File: src/rtl/alu_seq_pkg.sv
// Shared types for the sequential ALU: opcode encoding and controller states.
package alu_seq_pkg;

  typedef enum logic [2:0] {
    OP_ADD  = 3'd0,
    OP_SUB  = 3'd1,
    OP_MUL  = 3'd2,
    OP_NAND = 3'd3,
    OP_NOR  = 3'd4
  } op_e;

  typedef enum logic [1:0] {
    ST_IDLE = 2'd0,
    ST_MUL  = 2'd1,
    ST_DONE = 2'd2
  } state_e;

endpackage

File: src/rtl/alu_seq_if.sv
// Request/result handshake bundle between a producer/consumer and alu_seq.
interface alu_seq_if #(
  parameter int WIDTH = 8
);

  logic               i_valid;
  logic               o_ready;
  logic [WIDTH-1:0]   i_op1;
  logic [WIDTH-1:0]   i_op2;
  logic [2:0]         i_ctrl;
  logic               o_valid;
  logic               i_ready;
  logic [2*WIDTH-1:0] o_dat;
  logic               o_carry;
  logic               o_err;

  modport master (
    output i_valid, i_op1, i_op2, i_ctrl, i_ready,
    input  o_ready, o_valid, o_dat, o_carry, o_err
  );

  modport slave (
    input  i_valid, i_op1, i_op2, i_ctrl, i_ready,
    output o_ready, o_valid, o_dat, o_carry, o_err
  );

endinterface

File: src/rtl/alu_seq_mul.sv
// Shift-add multiplier: one partial product per cycle, WIDTH cycles per load.
// prod/done are combinational so the caller can register the final sum on the last cycle.
module alu_seq_mul #(
  parameter int WIDTH = 8
) (
  input  logic               i_clk,
  input  logic               i_rst_n,
  input  logic               load,
  input  logic [WIDTH-1:0]   op1,
  input  logic [WIDTH-1:0]   op2,
  output logic [2*WIDTH-1:0] prod,
  output logic               done
);

  localparam int CNT_W = $clog2(WIDTH);
  localparam logic [CNT_W-1:0] LAST = CNT_W'(WIDTH - 1);

  logic [2*WIDTH-1:0] acc;
  logic [2*WIDTH-1:0] mcand;
  logic [WIDTH-1:0]   mplier;
  logic [CNT_W-1:0]   cnt;
  logic               busy;
  logic [2*WIDTH-1:0] acc_next;

  assign acc_next = mplier[0] ? (acc + mcand) : acc;
  assign prod     = acc_next;
  assign done     = busy && (cnt == LAST);

  always_ff @(posedge i_clk or negedge i_rst_n) begin
    if (!i_rst_n) begin
      acc    <= '0;
      mcand  <= '0;
      mplier <= '0;
      cnt    <= '0;
      busy   <= 1'b0;
    end else if (load) begin
      acc    <= '0;
      mcand  <= {{WIDTH{1'b0}}, op1};
      mplier <= op2;
      cnt    <= '0;
      busy   <= 1'b1;
    end else if (busy) begin
      acc    <= acc_next;
      mcand  <= mcand << 1;
      mplier <= mplier >> 1;
      cnt    <= cnt + 1'b1;
      if (done) busy <= 1'b0;
    end
  end

endmodule

File: src/rtl/alu_seq.sv
// Sequential ALU: single-cycle ADD/SUB/NAND/NOR, WIDTH-cycle MUL, registered result handshake.
//   state   | meaning
//   ST_IDLE | ready for a request, no result held
//   ST_MUL  | shift-add multiply in progress
//   ST_DONE | result held until the consumer takes it
module alu_seq
  import alu_seq_pkg::*;
#(
  parameter int WIDTH = 8
) (
  input logic     i_clk,
  input logic     i_rst_n,
  alu_seq_if.slave bus
);

  state_e             state;
  logic               ready_q;
  logic               valid_q;
  logic [2*WIDTH-1:0] dat_q;
  logic               carry_q;
  logic               err_q;

  logic               mul_load;
  logic [2*WIDTH-1:0] mul_prod;
  logic               mul_done;

  logic [WIDTH:0]     sum;
  logic [WIDTH:0]     diff;
  logic [WIDTH-1:0]   res_lo;
  logic               res_carry;
  logic               res_err;

  assign bus.o_ready = ready_q;
  assign bus.o_valid = valid_q;
  assign bus.o_dat   = dat_q;
  assign bus.o_carry = carry_q;
  assign bus.o_err   = err_q;

  assign mul_load = (state == ST_IDLE) && bus.i_valid && (bus.i_ctrl == OP_MUL);

  // The extra top bit of the difference is the borrow, i.e. op1 < op2.
  assign sum  = {1'b0, bus.i_op1} + {1'b0, bus.i_op2};
  assign diff = {1'b0, bus.i_op1} - {1'b0, bus.i_op2};

  always_comb begin
    res_lo    = '0;
    res_carry = 1'b0;
    res_err   = 1'b0;
    case (bus.i_ctrl)
      OP_ADD:  begin res_lo = sum[WIDTH-1:0];  res_carry = sum[WIDTH];  end
      OP_SUB:  begin res_lo = diff[WIDTH-1:0]; res_carry = diff[WIDTH]; end
      OP_NAND: res_lo = ~(bus.i_op1 & bus.i_op2);
      OP_NOR:  res_lo = ~(bus.i_op1 | bus.i_op2);
      OP_MUL:  ;
      default: res_err = 1'b1;
    endcase
  end

  alu_seq_mul #(.WIDTH(WIDTH)) u_mul (
    .i_clk   (i_clk),
    .i_rst_n (i_rst_n),
    .load    (mul_load),
    .op1     (bus.i_op1),
    .op2     (bus.i_op2),
    .prod    (mul_prod),
    .done    (mul_done)
  );

  always_ff @(posedge i_clk or negedge i_rst_n) begin
    if (!i_rst_n) begin
      state   <= ST_IDLE;
      ready_q <= 1'b1;
      valid_q <= 1'b0;
      dat_q   <= '0;
      carry_q <= 1'b0;
      err_q   <= 1'b0;
    end else begin
      case (state)
        ST_IDLE: begin
          if (bus.i_valid) begin
            ready_q <= 1'b0;
            if (bus.i_ctrl == OP_MUL) begin
              state <= ST_MUL;
            end else begin
              state   <= ST_DONE;
              valid_q <= 1'b1;
              dat_q   <= {{WIDTH{1'b0}}, res_lo};
              carry_q <= res_carry;
              err_q   <= res_err;
            end
          end
        end
        ST_MUL: begin
          if (mul_done) begin
            state   <= ST_DONE;
            valid_q <= 1'b1;
            dat_q   <= mul_prod;
            carry_q <= 1'b0;
            err_q   <= 1'b0;
          end
        end
        ST_DONE: begin
          if (bus.i_ready) begin
            state   <= ST_IDLE;
            valid_q <= 1'b0;
            ready_q <= 1'b1;
          end
        end
        default: begin
          state   <= ST_IDLE;
          valid_q <= 1'b0;
          ready_q <= 1'b1;
        end
      endcase
    end
  end

endmodule
File: src/flat_wrapper.sv
// flat-port wrapper written by rule: the top's interface ports become plain ports
module alu_seq_flat import alu_seq_pkg::*;
#(
  parameter int WIDTH = 8
)
  (i_clk, i_rst_n, bus_i_valid, bus_i_op1, bus_i_op2, bus_i_ctrl, bus_i_ready, bus_o_ready, bus_o_valid, bus_o_dat, bus_o_carry, bus_o_err);
  alu_seq_if #(.WIDTH(WIDTH)) bus_i ();
  input logic i_clk;
  input logic i_rst_n;
  input wire logic [$bits(bus_i.i_valid)-1:0] bus_i_valid;
  input wire logic [$bits(bus_i.i_op1)-1:0] bus_i_op1;
  input wire logic [$bits(bus_i.i_op2)-1:0] bus_i_op2;
  input wire logic [$bits(bus_i.i_ctrl)-1:0] bus_i_ctrl;
  input wire logic [$bits(bus_i.i_ready)-1:0] bus_i_ready;
  output wire logic [$bits(bus_i.o_ready)-1:0] bus_o_ready;
  output wire logic [$bits(bus_i.o_valid)-1:0] bus_o_valid;
  output wire logic [$bits(bus_i.o_dat)-1:0] bus_o_dat;
  output wire logic [$bits(bus_i.o_carry)-1:0] bus_o_carry;
  output wire logic [$bits(bus_i.o_err)-1:0] bus_o_err;
  assign bus_i.i_valid = bus_i_valid;
  assign bus_i.i_op1 = bus_i_op1;
  assign bus_i.i_op2 = bus_i_op2;
  assign bus_i.i_ctrl = bus_i_ctrl;
  assign bus_i.i_ready = bus_i_ready;
  assign bus_o_ready = bus_i.o_ready;
  assign bus_o_valid = bus_i.o_valid;
  assign bus_o_dat = bus_i.o_dat;
  assign bus_o_carry = bus_i.o_carry;
  assign bus_o_err = bus_i.o_err;
  alu_seq #(.WIDTH(WIDTH)) u_core (.i_clk(i_clk), .i_rst_n(i_rst_n), .bus(bus_i));
endmodule
File: config.mk
export PLATFORM = sky130hd
export DESIGN_NAME = alu_seq_flat
export DESIGN_NICKNAME = d
export VERILOG_FILES = /design/src/rtl/alu_seq_pkg.sv /design/src/rtl/alu_seq_if.sv /design/src/rtl/alu_seq_mul.sv /design/src/rtl/alu_seq.sv /design/src/flat_wrapper.sv
export SDC_FILE = /design/constraint.sdc
export NUM_CORES = 1
export LEC_CHECK = 0
export ABC_CLOCK_PERIOD_IN_PS = 2320
export BUFFER_PORTS_ARGS = -buffer_cell sky130_fd_sc_hd__buf_2
export CAP_MARGIN = 20
export CORE_MARGIN = 5
export CORE_UTILIZATION = 51
export DETAILED_ROUTE_END_ITERATION = 8
export PLACE_DENSITY = 0.73
export RECOVER_POWER = 50
export SLEW_MARGIN = 25
export SYNTH_ARGS = -nofsm -noshare
export SYNTH_HDL_FRONTEND = slang
export SYNTH_SLANG_ARGS = --single-unit
File: constraint.sdc
create_clock -name i_clk -period 2.32 [get_ports i_clk]
set_input_delay 0.464 -clock i_clk [delete_from_list [all_inputs] [get_ports i_clk]]
set_output_delay 0.464 -clock i_clk [all_outputs]
set_load 0.01 [all_outputs]
==> flow_summary.toml <==
[die]
io_pins = 43
core_area_um2 = 9639
die-width_um = 108.5
num_rows = 36
dieArea_um2 = 11780
initial_core_util_pct = 51.35
fp.dieH_um = 108.5

[setup_path]
reg2reg_from = "u_core.u_mul.acc[0]"
crit_start = "u_core.u_mul.acc[0]"
cp.required_ns = 2.61
start_kind = "register"
regToRegSetupSlack_ns = 0.01
critPathCaptureType = "register"
cp.arrival_ns = 2.60
path_class = "reg -> reg"
critPathMaxFanout = 5

[drt]
drcViolationCount = 0
firstDrtPassIters = 5
routed_wl_um = 12910
postRouteAntennaNets = 0
wl_per_cell_um = 16.92
drtIter0Drc = 205
vias = 4457
avgViaCountPerCell = 5.841

[timing]
fin_crit_ns = 2.307
finalWorstSetupSlack_ns = 0.01279
finalSetupViolations = 0
hold_viol = 0
worst_pin_slew_ns = 1.613
whs_ns = 0.3089
maxSlewHeadroom_pct = -7.565
worst_clock_skew_ns = 0.008807
max_freq_ghz = 0.4334
rsz0062_at_grt = "true"
period_share_pct = 99.45
slew_viol_final = 67

[clock_network]
clock_latency_ns = 0.36
cts_root_buffer = "clkbuf_8"
clock_sinks = 66
clk_pin_slew_worst_paths_ns = 0.08
cts_max_level = 3
ctsLongestPathBuffers = 2
cts_tree = "built"
numCtsBuffers = 9

[cells_and_area]
final_cells = 763
area_growth_pct = 17.42
final-seq-area_um2 = 1653
multi_input_area_um2 = 3127
final_nets = 692
postLayoutCoreUtil_pct = 60.29
drive_above_1_share_pct = 19.21
num-fill-cells = 906
antenna_cells = 0

[logic_synthesis]
syn_nets = 631
synth_top_family_by_area = "compound AO/OA/AOI/OAI gates"
synth_warnings = 0
synthArstFlopShare_pct = 100.0
synthAdderAreaFrac_pct = 11.58
synthMuxAreaShare_pct = 7.760
ys_seq_elements = 66
synthFlopType = "dfrtp_1"
synth_cell_type_count = 72
syn_area_per_cell_um2 = 8.776
syn_inst = 564
syn-cell-area_um2 = 4950
synth_edf_count = 0
seq_area_frac_synth_pct = 33.39
synth_xor_area_share_pct = 1.946
synth_compound_area_share_pct = 22.35
yosys.area_share.simple_pct = 17.80

[global_routing]
overflow = 0
grt_max_degree = 67
grt_pass1_vias = 4360
grt_pass1_wl_um = 21350
antenna_found_initial = 0
grtUsageTotal_pct = 22.72

[placed_design]
dp_hpwl_um = 9424
place_ws_ns = -0.1308
place_congestion = 0.9471
port_buffers = 42
placed_cells = 744

[power_and_ir_drop]
ir_drop_mv = 0.4872
p_leak_nw = 2.801
power_mw = 7.467
powerDensity_nw_per_um2 = 1285

[status]
failed_checks = "max-capacitance violations, max-slew violations"
status = "finished, violations left"

[hold_path]
worstHoldPathType = "in -> reg"
min_from = "bus_i_ready"

[flow_run]
maxCapViolations = 1
[power breakdown]
group / switching [mW] / total [mW] / internal, mW
clock: 0.499 / 1.22 / 0.723
combinational: 2.43 / 4.22 / 1.79
sequential: 0.394 / 2.02 / 1.63
[critical path, stage by stage, from the launching register on]
cell and delay (ns):
dfrtp_1 0.39, ha_2 0.21, fa_2 0.43, a211oi_4 0.34, o21ai_4 0.11, buf_4 0.15, a211oi_4 0.26, xnor2_2 0.16
nand2_1 0.08, a21oi_1 0.12
[sequential cells by signal (all words and copies together), names as in the netlist]
name	cells
u_core.bus.o_err	1
u_core.u_mul.busy	1
u_core.bus.o_ready	1
u_core.bus.o_carry	1
u_core.bus.o_dat	16
u_core.bus.o_valid	1
u_core.u_mul.cnt	3
u_core.u_mul.mplier	8
u_core.state	2
u_core.u_mul.mcand	16
u_core.u_mul.acc	16
[synthesized netlist by cell type (all sizes together), types with 8 or more instances]
cell type / instances / area share [%]
inv: 30 / 2.3
a211oi: 14 / 2.3
ha: 41 / 10
nor3: 9 / 1.0
a21oi: 51 / 5.2
o21bai: 8 / 1.2
xnor2: 8 / 1.4
nand2: 52 / 4.0
mux2i: 35 / 7.1
buf: 16 / 1.7
nor2: 59 / 4.6
a21o: 12 / 1.9
nand3: 17 / 1.8
clkbuf: 15 / 1.2
o21ai: 26 / 2.8
dfrtp: 65 / 33
[layer usage]
| layer | vias to the layer above | GRT usage (%) | share of wire [%] | routed length (um) |
|---|---|---|---|---|
| li1 | 2162 | - | - | - |
| met5 | - | 0 | 0 | 0 |
| met1 | 2141 | 29.93 | 44 | 5639 |
| met2 | 131 | 38.04 | 49 | 6329 |
| met3 | 23 | 3.761 | 5.6 | 717 |
| met4 | 0 | 7.394 | 1.7 | 222 |
[per-stage QoR]
stage	cell area, um^2	TNS [ns]
2_1_floorplan	4950	0
3_3_place_gp	5478	-0.3891
3_5_place_dp	5478	-0.6637
4_1_cts	5734	0
5_1_grt	5812	-0.1031
6_report	5812	0
[kinds of logic (layout without fill, tap and decap cells)]
kind of cell | Yosys count | count (layout)
multiplexers | 38 | 38
adder cells (fa/ha/maj) | 44 | 44
AO/OA/AOI/OAI | 165 | 165
AND/OR/NAND/NOR | 179 | 179
flip-flops | 66 | 66
XOR/XNOR | 11 | 11
buffers and inverters | 61 | 127
[cell type report]
class                      instances  area share (%)
timing repair buffer              81           8.676
inverter                          30           1.938
clock inverter                     7           2.153
tap                              133           2.863
clock buffer                       9           2.131
multi-input combinational        437           53.80
sequential                        66           28.44
[timing repair]
action / in CTS / in global routing
setup endpoints to repair: 6 / 10
hold buffers: 0 / 0
cloned: 0 / 0
pin swaps: 1 / 9
buffers inserted: 0 / 3
resized for setup: 3 / 15
[cell usage in the layout, fill, tap and decap left out, types with 9 or more instances in the layout]
cell type	n
clkbuf_8	9
buf_2	35
a21o_1	10
o21ai_0	22
nor2_1	58
mux2i_1	35
nand2_1	51
inv_1	30
a21oi_1	48
dfrtp_1	65
ha_1	38
buf_4	37
a211oi_1	10
nand3_1	16
[path summary, 6_finish.rpt]
path | cells past startpoint | to
max reg2reg | 9 | u_core.u_mul.acc[10]
max in group asynchronous | 2 | u_core.bus.o_dat[7]
min | 2 | u_core.state[1]
max | 9 | u_core.u_mul.acc[10]
min in group asynchronous | 2 | u_core.bus.o_dat[10]
min reg2reg | 2 | u_core.bus.o_err
No activity file was read; power rests on OpenSTA's default activity.
